## config.mk

```make
export PLATFORM = sky130hd
export DESIGN_NAME = fb_arbiter
export DESIGN_NICKNAME = d
export VERILOG_FILES = /design/src/rtl/fb_arbiter.sv
export SDC_FILE = /design/constraint.sdc
export NUM_CORES = 1
export LEC_CHECK = 0
export ABC_AREA = 1
export CORE_MARGIN = 2
export CORE_UTILIZATION = 47
export CTS_CLUSTER_DIAMETER = 150
export DETAILED_ROUTE_END_ITERATION = 6
export GPL_TIMING_DRIVEN = 0
export PLACE_DENSITY = 0.86
export SLEW_MARGIN = 10
export SYNTH_ARGS = -nofsm -noshare
export SYNTH_HDL_FRONTEND = slang
export SYNTH_SLANG_ARGS = --single-unit
```

## constraint.sdc

```tcl
create_clock -name clk -period 4.7 [get_ports clk]
set_input_delay 0.705 -clock clk [delete_from_list [all_inputs] [get_ports clk]]
set_output_delay 0.705 -clock clk [all_outputs]
set_load 0.1 [all_outputs]
```

## src/rtl/fb_arbiter.sv

```systemverilog
`default_nettype none
// ============================================================================
// Module   : fb_arbiter
// Brief    : Framebuffer RAM slot arbiter for display fetch, CPU access and
//            full-screen clear. The display always wins the slot.
// Revision : 1.0
// ============================================================================
module fb_arbiter #(
  parameter int ADDR_W = 9,
  parameter int DATA_W = 16,
  parameter int WORDS  = 512
) (
  input  logic              clk,
  input  logic              res,
  input  logic              disp_req,
  input  logic [ADDR_W-1:0] disp_addr,
  output logic              disp_valid,
  output logic [DATA_W-1:0] disp_data,
  input  logic              cpu_req,
  input  logic              cpu_we,
  input  logic [ADDR_W-1:0] cpu_addr,
  input  logic [DATA_W-1:0] cpu_wdata,
  output logic              cpu_ack,
  output logic [DATA_W-1:0] cpu_rdata,
  input  logic              clr_req,
  output logic              clr_busy,
  output logic              clr_done,
  output logic [ADDR_W-1:0] mem_addr,
  output logic              mem_we,
  output logic [DATA_W-1:0] mem_wdata,
  input  logic [DATA_W-1:0] mem_rdata
);

  typedef enum logic [1:0] {
    S_IDLE    = 2'd0,
    S_CPU_ACC = 2'd1,
    S_CPU_RET = 2'd2,
    S_CLEAR   = 2'd3
  } state_t;

  typedef enum logic [1:0] {
    TAG_NONE = 2'd0,
    TAG_DISP = 2'd1,
    TAG_CPU  = 2'd2
  } tag_t;

  localparam logic [ADDR_W-1:0] LAST_ADDR = ADDR_W'(WORDS - 1);

  state_t            state_q, state_d;
  tag_t              tag_q, tag_d;
  logic [ADDR_W-1:0] cnt_q, cnt_d;
  logic [ADDR_W-1:0] addr_q, addr_d;
  logic [DATA_W-1:0] wdata_q, wdata_d;
  logic [DATA_W-1:0] rdata_q, rdata_d;
  logic              we_q, we_d;
  logic              ack_q, ack_d;
  logic              done_q, done_d;
  logic              pend_q, pend_d;
  logic              slot_free;

  assign slot_free = ~disp_req;

  always_comb begin
    state_d   = state_q;
    tag_d     = disp_req ? TAG_DISP : TAG_NONE;
    cnt_d     = cnt_q;
    addr_d    = addr_q;
    wdata_d   = wdata_q;
    we_d      = we_q;
    rdata_d   = (tag_q == TAG_CPU) ? mem_rdata : rdata_q;
    ack_d     = 1'b0;
    done_d    = 1'b0;
    pend_d    = pend_q;
    mem_addr  = disp_addr;
    mem_we    = 1'b0;
    mem_wdata = '0;

    // A clear request arriving mid CPU op is remembered; during a clear it is dropped.
    if (clr_req && (state_q != S_CLEAR)) begin
      pend_d = 1'b1;
    end

    case (state_q)
      S_IDLE: begin
        if (pend_d) begin
          pend_d  = 1'b0;
          state_d = S_CLEAR;
        end else if (cpu_req && !ack_q) begin
          we_d    = cpu_we;
          addr_d  = cpu_addr;
          wdata_d = cpu_wdata;
          state_d = S_CPU_ACC;
        end
      end
      S_CPU_ACC: begin
        if (slot_free) begin
          mem_addr = addr_q;
          if (we_q) begin
            mem_we    = 1'b1;
            mem_wdata = wdata_q;
            ack_d     = 1'b1;
            state_d   = S_IDLE;
          end else begin
            tag_d   = TAG_CPU;
            state_d = S_CPU_RET;
          end
        end
      end
      S_CPU_RET: begin
        ack_d   = 1'b1;
        state_d = S_IDLE;
      end
      S_CLEAR: begin
        if (slot_free) begin
          mem_addr = cnt_q;
          mem_we   = 1'b1;
          if (cnt_q == LAST_ADDR) begin
            cnt_d   = '0;
            done_d  = 1'b1;
            state_d = S_IDLE;
          end else begin
            cnt_d = cnt_q + ADDR_W'(1);
          end
        end
      end
      default: state_d = S_IDLE;
    endcase
  end

  always_ff @(posedge clk or posedge res) begin
    if (res) begin
      state_q <= S_IDLE;
      tag_q   <= TAG_NONE;
      cnt_q   <= '0;
      addr_q  <= '0;
      wdata_q <= '0;
      rdata_q <= '0;
      we_q    <= 1'b0;
      ack_q   <= 1'b0;
      done_q  <= 1'b0;
      pend_q  <= 1'b0;
    end else begin
      state_q <= state_d;
      tag_q   <= tag_d;
      cnt_q   <= cnt_d;
      addr_q  <= addr_d;
      wdata_q <= wdata_d;
      rdata_q <= rdata_d;
      we_q    <= we_d;
      ack_q   <= ack_d;
      done_q  <= done_d;
      pend_q  <= pend_d;
    end
  end

  assign disp_valid = (tag_q == TAG_DISP);
  assign disp_data  = mem_rdata;
  assign cpu_ack    = ack_q;
  assign cpu_rdata  = rdata_q;
  assign clr_busy   = (state_q == S_CLEAR);
  assign clr_done   = done_q;

endmodule
`default_nettype wire
```

==> impl_metrics.ini <==
[outcome]
run_status = complete, no violations

[global_routing]
global_route_overflow = 0
initial_antenna_violation_count = 0
grt_start_max_net_pins = 33
globalRouteTotalUtil = 0.228
grt_pass1_vias = 2666
first_pass_grt_wire_length_um = 12800

[yosys]
synth_sequential_area_ratio = 0.483
yosys_warnings = 0
syn-num-nets = 419
postSynthRegisterBits = 58
yosys.cell_types.count = 26
syn-mean-instance-area_um2 = 8.46
synth_cells = 355
synth_area_mm2 = 0.00300

[floorplanning]
core_mm2 = 0.00628
ioPinCount = 118
die-height_um = 83.9
start_util = 0.478
floorplan.die_area_mm2 = 0.00704
placement_rows = 29
die_w_um = 83.9

[clock_tree]
post_cts_resize_count = 0
numCtsBuffers = 9
clockRootBuffer = clkbuf_8
cts-hold-fix-buffers = 0
h_tree_levels = 3
cts_setup_buffers = 0
clkTransAtPathRegs_ns = 0.06
clock_path_buffers = 2
tritoncts = built
clock_latency_ns = 0.34
cts.sinks = 58

[worst_setup_path]
rrSetupSlack_ns = 2.82
crit_fanout = 10
critical_path.reg2reg.endpoint = cnt_q[2]$_DFFE_PP0N_
critical_setup_path_class = primary input to primary output
worstRegToRegCells = 9
worstPathArrival_ns = 3.29
critical_r2r_launch = cnt_q[1]$_DFFE_PP0N_
worst_setup_path_end_kind = primary output
required_ns = 3.99
cp-start-kind = primary input

[worst_hold_path]
min_from = addr_q[3]$_DFFE_PP0P_
whs_endpoint = addr_q[3]$_DFFE_PP0P_
holdPathStages = 2
type_of_the_most_critical_hold_path = register to register

[layout]
antenna_cells = 0
area_growth_syn_to_layout_pct = 50.8
drive_gt1_frac = 0.131
nets = 548
final_cell_mix = 117 x clkdlybuf4s50_1, 88 x nand2_1, 58 x dfrtp_1, 42 x nand3_1, 39 x nor2_1
design_area_mm2 = 0.00453
final_common_cell = clkdlybuf4s50_1

[sta]
finalMaxSlewViolations = 0
post_layout_minimum_cycle_time_ns = 3.99
worst_pin_slew_ns = 0.991
finalHoldViolations = 0
grt_setup_unrepaired = no
fmax_mhz = 250
relSlewSlack = 0.337
setup_viol_count_final = 0
final_min_period_over_clock_period = 0.850
final_tns_setup_ns = 0
finalClockSkew_ns = 0.0102

[placement]
detailedPlacementHpwl_um = 5930
gpl.final_weighted_congestion = 0.919
port_buffers = 117
place_area_mm2 = 0.00429

[run]
max_cap_violations = 0

[detailed_routing]
detail-route-antenna-nets = 0
vias = 2838
drtIter0Drc = 159
detailedRoute.firstPassIterationCount = 5
detail_route.wl_per_cell_um = 13.5
viasPerCell = 5.01
drt_drc_violations_left = 0
drt-total-wl_um = 7660

[power]
peakVddDrop_uv = 546
total_power_uw = 3310
p_leak_uw = 0.00219
p_per_cell_area_mw_per_mm2 = 731
## worst max-delay path by stage
stage                           start            end  slack (ns)  depth (start not counted)
2_1_floorplan  state_q[0]$_DFFE_PP0P_    mem_addr[2]        0.75                          4
3_3_place_gp                 disp_req   mem_wdata[7]        0.72                          6
3_5_place_dp                 disp_req   mem_wdata[7]        0.72                          6
4_1_cts                      disp_req   mem_wdata[7]        0.72                          6
5_1_grt                      disp_req  mem_wdata[12]        0.56                          6
6_report                     disp_req    mem_addr[1]        0.71                          7
## cell usage after synthesis
master | count | share of area
ha_1 | 8 | 0.033
nor3_1 | 3 | 0.0050
buf_6 | 2 | 0.0075
nand2_4 | 2 | 0.0075
nand3_1 | 42 | 0.070
dfrtp_1 | 58 | 0.48
nand4_1 | 1 | 0.0021
nand2_2 | 2 | 0.0042
nand2_1 | 88 | 0.11
nand3b_1 | 1 | 0.0025
buf_1 | 1 | 0.0012
a21oi_1 | 3 | 0.0050
o21bai_1 | 1 | 0.0025
clkbuf_1 | 5 | 0.0063
nor2_1 | 39 | 0.049
o221ai_1 | 2 | 0.0058
o211ai_1 | 6 | 0.015
buf_4 | 18 | 0.045
inv_1 | 37 | 0.046
nor2_8 | 1 | 0.0067
o21ai_0 | 12 | 0.020
a31oi_1 | 1 | 0.0021
buf_2 | 3 | 0.0050
inv_2 | 2 | 0.0025
mux2_2 | 16 | 0.060
a21boi_0 | 1 | 0.0025
## cells by family after synthesis
family          count (synthesis)  synth area share
mux                            16            0.0600
simple gates                  179             0.257
fa+ha+maj                       8            0.0333
compound gates                 26            0.0529
buf+inv                        68             0.114
flops                          58             0.483
## flip-flops by register name, summed over array words and instances, names as in the netlist
register / cells
we_q: 1
cpu_rdata: 16
cnt_q: 9
addr_q: 9
clr_done: 1
wdata_q: 16
pend_q: 1
tag_q: 2
cpu_ack: 1
state_q: 2
## final cells by class
cell class	instances	area [um2]
Buffer	29	195
Clock buffer	12	165
Clock inverter	4	72.6
Fill cell	494	1750
Inverter	39	146
Multi-Input combinational cell	229	1210
Sequential cell	58	1450
Tap cell	77	96.3
Timing Repair Buffer	118	1190
## worst max-delay path, stage by stage
cell             delay [ns]
clkdlybuf4s50_1        0.52
inv_2                  0.10
nand2_2                0.16
clkbuf_1               0.40
nand3_1                0.12
o211ai_1               0.11
clkdlybuf4s50_1        1.17
## per-layer routing
metal  global-route usage  wire length [um]  vias up
met4               0.0909               153        0
met5                    0                 0        -
met3               0.0554               552       16
li1                     -                 -     1373
met2                0.372              3790      124
met1                0.292              3160     1325
## metrics by stage
stage,hold WS [ns],worst slack [ns],util,instances
after floorplan,0.437,0.749,-,355
after global placement,0.453,0.719,0.680,549
after detailed placement,0.455,0.723,0.683,550
after CTS,0.471,0.716,0.721,566
after global routing,0.493,0.555,0.721,566
final,0.475,0.707,0.721,566
## power by group
group	switching (uW)	internal (uW)	leakage (uW)
Combinational	1430	506	0.00137
Clock	201	341	0.000119
Sequential	120	709	0.000705
(Power assumes the default switching activity.)
==> variant: new RTL, config.mk and constraints unchanged <==
The 3 values of `tag_t` get a one-hot encoding in 3 bits.
--- a/src/rtl/fb_arbiter.sv
+++ b/src/rtl/fb_arbiter.sv
@@ -38,10 +38,10 @@
     S_CLEAR   = 2'd3
   } state_t;
 
-  typedef enum logic [1:0] {
-    TAG_NONE = 2'd0,
-    TAG_DISP = 2'd1,
-    TAG_CPU  = 2'd2
+  typedef enum logic [2:0] {
+    TAG_NONE = 3'b001,
+    TAG_DISP = 3'b010,
+    TAG_CPU  = 3'b100
   } tag_t;
 
   localparam logic [ADDR_W-1:0] LAST_ADDR = ADDR_W'(WORDS - 1);
Function: same outputs for any inputs over 10 cycles, from zero or initial values; not proved beyond that.
==> variant against the unedited design <==
  * Synthesized area up 2.5%
  * Critical endpoint is now mem_addr[6]
  * Clock power down 12%
  * Register-to-register slack worse by 130 ps
  * Sequential power up 3.7%
  * Worst setup slack better by 290 ps
  * Highest routed layer unchanged
  * Final area up 0.86%
  * Largest cell class unchanged
  * Power down 2.0%
  * Via count up 4.8%
  * Utilization down 0.21 points
  * Wire length down 1.9%
  * Sequential cell count up 1
==> variant: results (changes against the unedited design) <==
stage	metric	value	unit	change
final_layout	instances_no_fill	600		was 566
global_route	grt_max_degree	37		was 33
placement	gp_congestion	0.860		was 0.919
global_route	grt_pass1_wl	12600	microns	was 12,800 microns
status	status	completed		unchanged
power	p_leak	2.25	nW	was 2.19 nW
sta	fin_skew	7.16	ps	was 10.2 ps
placement	placed_cells	584		was 550
detailed_routing	first_pass_iters	4		was 5
worst_setup_path	rr_endpoint	cnt_q[6]$_DFFE_PP0N_		was cnt_q[2]$_DFFE_PP0N_
clock_network	cts_buffer_depth	2		unchanged
clock_network	clock_latency	320	ps	was 340 ps
global_route	track_usage	21.3	%	was 22.8%
synthesis	synth_nets	454		was 419
synthesis	synthTopCellsByCount	nand2_1, dfrtp_1, nand3_1		unchanged
synthesis	synth_cell_types	30		was 26
sta	max_slew_margin	33.1	%	was 33.7%
worst_hold_path	hold-path-endpoint	cpu_rdata[1]$_DFFE_PP0N_		was addr_q[3]$_DFFE_PP0P_
worst_setup_path	r2r_slack	2690	ps	was 2820 ps
sta	hold_slack	471	ps	was 475 ps
worst_hold_path	hold_start	cpu_rdata[1]$_DFFE_PP0N_		was addr_q[3]$_DFFE_PP0P_
detailed_routing	drt_iter0_markers	152		was 159
synthesis	avgSynthCellArea	7.89	sq um	was 8.46 sq um
synthesis	yosys-top-cells-area	dfrtp_1, nand2_1, nand3_1		unchanged
synthesis	ys_seq_area_share	48.0	%	was 48.3%
placement	hpwl	5840	microns	was 5930 microns
power	ir_worst_vdd	0.716	mV	was 0.546 mV
global_route	grt_pass1_vias	2904		was 2,666
final_layout	drive_above_1_share	9.56	%	was 13.1%
placement	dpl_cell_area	0.00435	sq mm	was 0.00429 sq mm
placement	pre_cts_ws	1170	ps	was 723 ps
detailed_routing	postRouteWirelength	7510	microns	was 7660 microns
placement	io_buffer_count	116		was 117
detailed_routing	vias_per_cell	4.96		was 5.01
variant: changes by cell type after synthesis, moves of 4 or more:
cell,before,now
mux2_2,16,0
nand2_1,88,126
nand3_1,42,55
nor2_1,39,30
o211ai_1,6,12
o21ai_0,12,8
variant: power breakdown:
group	internal [mW]	switching [mW]	total, mW
Sequential	0.723	0.137	0.860
Combinational	0.475	1.43	1.91
Clock	0.286	0.190	0.477
variant: cell type report:
| cell class | count | area [sq um] |
|---|---|---|
| fill | 474 | 1780 |
| sequential | 59 | 1480 |
| multi-input combinational | 259 | 1240 |
| timing repair buffer | 117 | 1180 |
| buffer | 32 | 209 |
| clock buffer | 12 | 165 |
| inverter | 40 | 153 |
| tap | 77 | 96.3 |
| clock inverter | 4 | 47.5 |
variant: metal layers:
layer / share of wire [%] / track usage [%] / up-vias
met4: 1.2 / 7.65 / 0
li1: - / - / 1475
met5: 0 / 0 / -
met3: 7.8 / 6.42 / 8
met1: 41 / 25.1 / 1392
met2: 50 / 37.1 / 100
variant: logic make-up (layout without fill, tap and decap cells):
group | count (synthesis) | in the layout | synth area share, %
flops | 59 | 59 | 48.0
buf+inv | 72 | 205 | 11.8
fa+ha+maj | 8 | 8 | 3.25
compound gates | 26 | 26 | 5.45
simple gates | 225 | 225 | 31.5
variant: worst max path at each step:
stage	startpoint	end	slack [ps]
after floorplan	state_q[0]$_DFFE_PP0P_	mem_addr[0]	740
after global placement	disp_req	mem_addr[1]	1180
after detailed placement	disp_req	mem_wdata[6]	1170
after CTS	state_q[1]$_DFFE_PP0P_	mem_wdata[6]	980
after global routing	state_q[1]$_DFFE_PP0P_	mem_wdata[9]	740
final	state_q[0]$_DFFE_PP0P_	mem_addr[6]	990
